**src/rtl/alu_result_queue.sv**
```systemverilog
// Result queue between the ALU and register-file writeback: show-ahead FIFO of
// {data, flags, dest} entries with a branch-condition test on the head entry.
module alu_result_queue #(
  parameter int DATA_W = 16,
  parameter int DEPTH  = 4,
  parameter int ADDR_W = 2
) (
  input  logic              Clock,
  input  logic              Reset,
  input  logic              Flush,
  input  logic              InValid,
  output logic              InReady,
  input  logic [DATA_W-1:0] InData,
  input  logic [3:0]        InFlags,
  input  logic [2:0]        InDest,
  output logic              OutValid,
  input  logic              OutReady,
  output logic [DATA_W-1:0] OutData,
  output logic [3:0]        OutFlags,
  output logic [2:0]        OutDest,
  input  logic [3:0]        CondSel,
  output logic              CondTrue,
  output logic [ADDR_W:0]   Count,
  output logic              Full,
  output logic              Empty,
  output logic              Overrun,
  input  logic              ClrErr
);

  localparam int ENTRY_W = DATA_W + 7;

  logic [ENTRY_W-1:0] mem_reg [DEPTH];
  logic [ADDR_W-1:0]  wr_ptr_reg, wr_ptr_next;
  logic [ADDR_W-1:0]  rd_ptr_reg, rd_ptr_next;
  logic [ADDR_W:0]    count_reg, count_next;
  logic               overrun_reg, overrun_next;
  logic               full, empty, push, pop, cond_hit;
  logic [ENTRY_W-1:0] head;

  assign full  = (count_reg == (ADDR_W+1)'(DEPTH));
  assign empty = (count_reg == '0);
  assign push  = InValid & ~full;
  assign pop   = OutReady & ~empty;

  always_comb begin
    wr_ptr_next  = wr_ptr_reg;
    rd_ptr_next  = rd_ptr_reg;
    count_next   = count_reg;
    overrun_next = overrun_reg;
    if (Flush) begin
      wr_ptr_next = '0;
      rd_ptr_next = '0;
      count_next  = '0;
    end else begin
      if (push) wr_ptr_next = wr_ptr_reg + ADDR_W'(1);
      if (pop)  rd_ptr_next = rd_ptr_reg + ADDR_W'(1);
      case ({push, pop})
        2'b10:   count_next = count_reg + (ADDR_W+1)'(1);
        2'b01:   count_next = count_reg - (ADDR_W+1)'(1);
        default: count_next = count_reg;
      endcase
    end
    // A rejected write while full outranks a same-cycle clear request.
    if (InValid && full)
      overrun_next = 1'b1;
    else if (ClrErr)
      overrun_next = 1'b0;
  end

  always_ff @(posedge Clock or negedge Reset) begin
    if (!Reset) begin
      wr_ptr_reg  <= '0;
      rd_ptr_reg  <= '0;
      count_reg   <= '0;
      overrun_reg <= 1'b0;
    end else begin
      wr_ptr_reg  <= wr_ptr_next;
      rd_ptr_reg  <= rd_ptr_next;
      count_reg   <= count_next;
      overrun_reg <= overrun_next;
    end
  end

  // Storage is reset so an entry read before its first write shows zero, not X.
  generate
    for (genvar gi = 0; gi < DEPTH; gi++) begin : g_entry
      always_ff @(posedge Clock or negedge Reset) begin
        if (!Reset)
          mem_reg[gi] <= '0;
        else if (push && !Flush && wr_ptr_reg == ADDR_W'(gi))
          mem_reg[gi] <= {InData, InFlags, InDest};
      end
    end
  endgenerate

  assign head = mem_reg[rd_ptr_reg];

  // Flags are packed {Z, C, N, O} from bit 3 down to bit 0.
  always_comb begin
    cond_hit = 1'b0;
    case (CondSel)
      4'd0:    cond_hit = 1'b1;
      4'd1:    cond_hit = OutFlags[3];
      4'd2:    cond_hit = ~OutFlags[3];
      4'd3:    cond_hit = OutFlags[2];
      4'd4:    cond_hit = ~OutFlags[2];
      4'd5:    cond_hit = OutFlags[1];
      4'd6:    cond_hit = ~OutFlags[1];
      4'd7:    cond_hit = OutFlags[0];
      4'd8:    cond_hit = ~OutFlags[0];
      4'd9:    cond_hit = OutFlags[2] & ~OutFlags[3];
      4'd10:   cond_hit = (OutFlags[1] == OutFlags[0]);
      4'd11:   cond_hit = (OutFlags[1] != OutFlags[0]);
      default: cond_hit = 1'b0;
    endcase
  end

  assign OutData  = head[ENTRY_W-1 -: DATA_W];
  assign OutFlags = head[6:3];
  assign OutDest  = head[2:0];
  assign OutValid = ~empty;
  assign InReady  = ~full;
  assign CondTrue = cond_hit & ~empty;
  assign Count    = count_reg;
  assign Full     = full;
  assign Empty    = empty;
  assign Overrun  = overrun_reg;

endmodule
```
**config.mk**
```make
export PLATFORM = sky130hd
export DESIGN_NAME = alu_result_queue
export DESIGN_NICKNAME = d
export VERILOG_FILES = /design/src/rtl/alu_result_queue.sv
export SDC_FILE = /design/constraint.sdc
export NUM_CORES = 1
export LEC_CHECK = 0
export BUFFER_PORTS_ARGS = -buffer_cell sky130_fd_sc_hd__clkbuf_2
export CAP_MARGIN = 10
export CORE_ASPECT_RATIO = 1.2
export CORE_MARGIN = 4
export CORE_UTILIZATION = 52
export DETAILED_ROUTE_END_ITERATION = 10
export PLACE_DENSITY_LB_ADDON = 0.3
export SLEW_MARGIN = 20
export SYNTH_ARGS = -nofsm -noshare
export SYNTH_HDL_FRONTEND = slang
export SYNTH_SLANG_ARGS = --single-unit
```
**constraint.sdc**
```tcl
create_clock -name Clock -period 2.12 [get_ports Clock]
set_clock_uncertainty 0.1 [all_clocks]
set_input_delay 0.318 -clock Clock [delete_from_list [all_inputs] [get_ports Clock]]
set_output_delay 0.318 -clock Clock [all_outputs]
set_load 0.05 [all_outputs]
```
-- Word-level counts from Yosys, hierarchy flattened
Index checks and enable logic that the tools add are counted.
- memory bits (writable): 0
- bits in latches: 0
- bits in read-only memories: 0
- bits of input ports: 33
- memories: 0
- register bits: 100
- output and inout bits: 32
- shift operators: 0
- reductions and logical operators: 14
- div/mod/pow operators: 0
- muxes and demuxes: 12
- bitwise logic cells: 11
- order comparisons: 1
- multipliers: 0
- add/subtract/negate cells: 4
- equality and inequality tests: 19
- operator list (operator ; count):
    $bmux W23 S2 ; 1
    $mux W23 ; 2
    $eq A4 B3 Y1 const B ; 4
    $eq A4 B4 Y1 const B ; 4
    $pmux W1 S12 ; 1
    $eq A4 B2 Y1 const B ; 2
    $mux W2 ; 4
    $eq A2 B2 Y1 const B ; 3
    $logic_and A1 B1 Y1 ; 6
    $not A1 Y1 ; 6
    $pmux W3 S2 ; 1
    $reduce_bool A2 Y1 ; 3
    $add A2 B1 Y2 const B ; 2
    $and A1 B1 Y1 ; 4
    $eq A2 B1 Y1 const B ; 2
    $eq A4 B1 Y1 const B ; 1
    $logic_not A4 Y1 ; 1
    $add A3 B1 Y3 const B ; 1
    $eq A3 B3 Y1 const B ; 1
    $ge A3 B3 Y1 const B ; 1
    $logic_not A3 Y1 ; 1
    $mux W3 ; 1
    $not A2 Y3 ; 1
    $reduce_bool A3 Y1 ; 1
    other kinds (6) ; 7

-- Longest topological paths before layout
- depth in word-level cells: 8
- mapped depth: 7
- gate-level depth less buffers: 6

-- Worst setup path after synthesis
No wires, ideal clock.
- path kind: flip-flop to output port
- from: register count_reg[0] (netlist: Count[0])
- to: output port CondTrue
- slack: -1.070 ns
- required time: 1.702 ns
- arrival: 2.772 ns
- stages on the path, launching flop included: 5
- path buffers: 0
- cell sequence: dfrtp_1 -> nor3_1 -> nor3b_1 -> o21ai_0 -> o32ai_1
- word-level cells in the longest chain between the ends: 3
- RTL lines (what ; RTL line ; text):
    start: declaration ; 35 ; logic [ADDR_W:0] count_reg, count_next;
    start signal: assignment ; 79 ; count_reg <= count_next;
    $logic_not A3 Y1 ; 41 ; assign empty = (count_reg == '0);
    named net Empty ; 25 ; output logic Empty,
    $not A1 Y1 ; 123 ; assign CondTrue = cond_hit & ~empty;
    $and A1 B1 Y1 ; 123 ;
    end: declaration ; 22 ; output logic CondTrue,
The timed path passes the listed nets, and every way through them passes these cells.

-- Final worst setup path
- from: register rd_ptr_reg[0]
- to: output port CondTrue
- word-level cells in the longest chain between the ends: 8
- elaborated cells on any way between the ends: 13
- those cells by class: 2 x eq/ne; 4 x mux; 7 x bitwise
- RTL lines (what ; RTL line ; text):
    start: declaration ; 34 ; logic [ADDR_W-1:0] rd_ptr_reg, rd_ptr_next;
    start signal: assignment ; 78 ; rd_ptr_reg <= rd_ptr_next;
    $not A2 Y3 (implied by the code) * ; 96 ; assign head = mem_reg[rd_ptr_reg];
    $bmux W23 S2 * ; 96 ;
    $mux W23 (implied by the code) * (2 in series) ; 96 ;
    $not A1 Y1 ; 104, 111 ;
    $and A1 B1 Y1 ; 111 ; 4'd9: cond_hit = OutFlags[2] & ~OutFlags[3];
    $pmux W1 S12 * ; 101 ; case (CondSel)
    $and A1 B1 Y1 * ; 123 ;
Mark *: on every way between the ends. The rest lies on a longest branch, timed or not. The select of a mux whose other input is x is not followed.

==> flow_metrics.tcl <==
set metrics [dict create \
    cp.arrival_ns 2.15 \
    grt.overflow.total 0 \
    insertion_delay_ns 0.34 \
    whs_ns 0.0740 \
    antenna_left 0 \
    via_per_inst 5.65 \
    fin_ws_ns -0.451 \
    layout_common_cells "dfrtp_1, mux2_4, clkbuf_2, mux4_2, buf_4" \
    violations "setup timing" \
    syn-num-nets 343 \
    clk_path_buf_depth 2 \
    min_path_type "in2reg" \
    grt_max_degree 45 \
    die_w_um 97.8 \
    final_common_cell "dfrtp_1" \
    syn_area_mm2 0.00503 \
    power.density_mw_per_mm2 1610 \
    relSlewSlack_pct 60.4 \
    htree_levels 3 \
    tightest_slew_ns 0.594 \
    gp_congestion 0.841 \
    syn_avg_cell_area_um2 16.5 \
    critPathKind "reg2out" \
    track_usage_pct 19.0 \
    fin_cells 538 \
    ioPinCount 65 \
    setup-violations-final 88 \
    num_vias 3040 \
    syn_to_final_growth_pct 33.5 \
    hpwl_um 6990 \
    drv_slew 0 \
    hold_viol_final 0 \
    num-nets-final 449 \
    ir_worst_vdd_mv 0.771 \
    wl_um 11200 \
    cp-start-kind "register" \
    p_sw_mw 3.94 \
    first_iter_violations 149 \
    port_buffers 64 \
    start_util_pct 53.2 \
    dp_cells 506 \
    p_sw_share_pct 36.4 \
    status "complete, but fails checks" \
    ys_ff_latch 100 \
    worstPathRequired_ns 1.70 \
    ys_warn_count 0 \
    synth_area_leader_cell "dfrtp_1" \
    internal-power_mw 6.88 \
    num_rows 39 \
    grt_pass1_wl_um 16800 \
    fmax_ghz 0.389 \
    synth_seq_area_share_pct 49.7 \
    synth_top_area_share_pct 49.7 \
    cts-root-buf "clkbuf_16" \
    min_period_ns 2.57 \
    clock-sinks 100 \
    design.die.area_mm2 0.0113 \
    finalCritPeriodShare_pct 121 \
    diodes 0 \
    cts_buffers 9 \
    synth_area_leaders "dfrtp_1, mux2_4, mux4_2" \
    drc 0 \
    cts_tree "done" \
    max_cap_violations 0 \
    largest_reg_flops 92 \
    pwr-share-clk_pct 17.2 \
    synth_cells 305 \
    die_h_um 116 \
    synth.distinct_cells 37 \
    antenna_found_initial 0 \
    seqPwrFrac_pct 30.4 \
    coreArea_mm2 0.00947 \
    rsz0062_at_grt "yes" \
    first_pass_iters 4 \
    power_leakage_nw 3.30 \
    grt_pass1_vias 3256 \
    crit_fanout 6 \
    path_clk_slew_ns 0.06 \
    layout-drive-gt1-share_pct 63.6 \
    combPwrFrac_pct 52.4 \
    end_kind "primary output" \
    wl_per_cell_um 20.8 \
]
power groups by stage:
stage	Combinational [mW]	Clock [mW]	Sequential [mW]
floorplan	3.71	0	3.19
global route	5.94	1.96	3.39
CTS	5.52	1.88	3.27
detailed placement	4.90	0	3.29
global placement	4.83	0	3.24
finish	5.67	1.86	3.29
Yosys cell counts, drive strengths merged:
cell type and instances:
a211oi 1, a21oi 4, a311o 1, a311oi 2, and4 1, buf 16, clkbuf 2, dfrtp 100
fa 1, ha 4, inv 7, mux2 93, mux2i 1, mux4 24, nand2 9, nand2b 2
nand3 2, nand3b 1, nor2 5, nor3 6, nor3b 3, o21a 1, o21ai 3, o221ai 2
o22ai 1, o31a 1, o31ai 2, o32ai 1, or3b 2, xnor2 2, xor2 5
kinds of logic (layout without fill, tap and decap cells):
family / Yosys count / in the layout / synth area share, %
and+or+nand+nor: 31 / 31 / 4.03
xor gates and xnor gates: 7 / 7 / 1.22
buffers and inverters: 25 / 135 / 3.31
AOI/OAI and AO/OA: 19 / 19 / 2.66
muxes: 118 / 118 / 37.7
adders and majority gates: 5 / 5 / 1.39
DFF: 100 / 100 / 49.7
critical path, cell delays in order (launching register included):
cell      delay [ns]
dfrtp_2         0.45
mux4_2          0.55
mux2_4          0.34
o221ai_4        0.18
o32ai_4         0.11
buf_8           0.17
through the flow:
step | TNS (ns) | utilization, % | setup slack (ns) | area (um^2) | power (mW)
floorplan | -5.34 | - | -0.224 | 5120 | 6.90
global placement | -0.305 | 61.6 | -0.138 | 5830 | 8.07
detailed placement | -0.585 | 61.6 | -0.236 | 5830 | 8.19
CTS | -4.45 | 68.2 | -0.481 | 6460 | 10.7
global route | -12.16 | 71.0 | -0.547 | 6720 | 11.3
finish | -6.61 | 71.0 | -0.451 | 6720 | 10.8
worst paths after layout:
path                          startpoint          end  slack (ns)  cells after the start
min reg2reg                  mem_reg[35]  mem_reg[35]        0.41                      1
max in group asynchronous          Reset  mem_reg[38]        0.81                      3
max reg2reg                     Count[0]  mem_reg[26]       -0.07                      8
max                        rd_ptr_reg[0]     CondTrue       -0.45                      5
min in group asynchronous          Reset  mem_reg[52]        0.42                      2
min                               ClrErr      Overrun        0.07                      2
routing by layer:
metal | wire, um | vias to the layer above | track usage [%]
li1 | - | 1344 | -
met1 | 4810 | 1607 | 24.4
met2 | 5700 | 66 | 32.2
met3 | 439 | 23 | 4.33
met4 | 261 | 0 | 6.83
met5 | 0 | - | 0
final cells by class:
| cell class | count | area (um^2) |
|---|---|---|
| clock buffers | 9 | 225 |
| clock inverters | 6 | 113 |
| fillers | 608 | 2740 |
| inverters | 7 | 31.3 |
| multi-input cells | 180 | 2510 |
| flip-flops and latches | 100 | 2510 |
| well taps | 123 | 154 |
| repair buffers | 113 | 1180 |
repair_timing:
action / CTS / global route
pin swaps: 3 / 4
hold buffers: 1 / 0
setup endpoints to repair: 40 / 93
gates cloned: 0 / 5
hold endpoints to repair: 41 / 0
gates resized for setup: 51 / 29
setup buffers: 7 / 4
No activity file was read; power rests on OpenSTA's default activity.
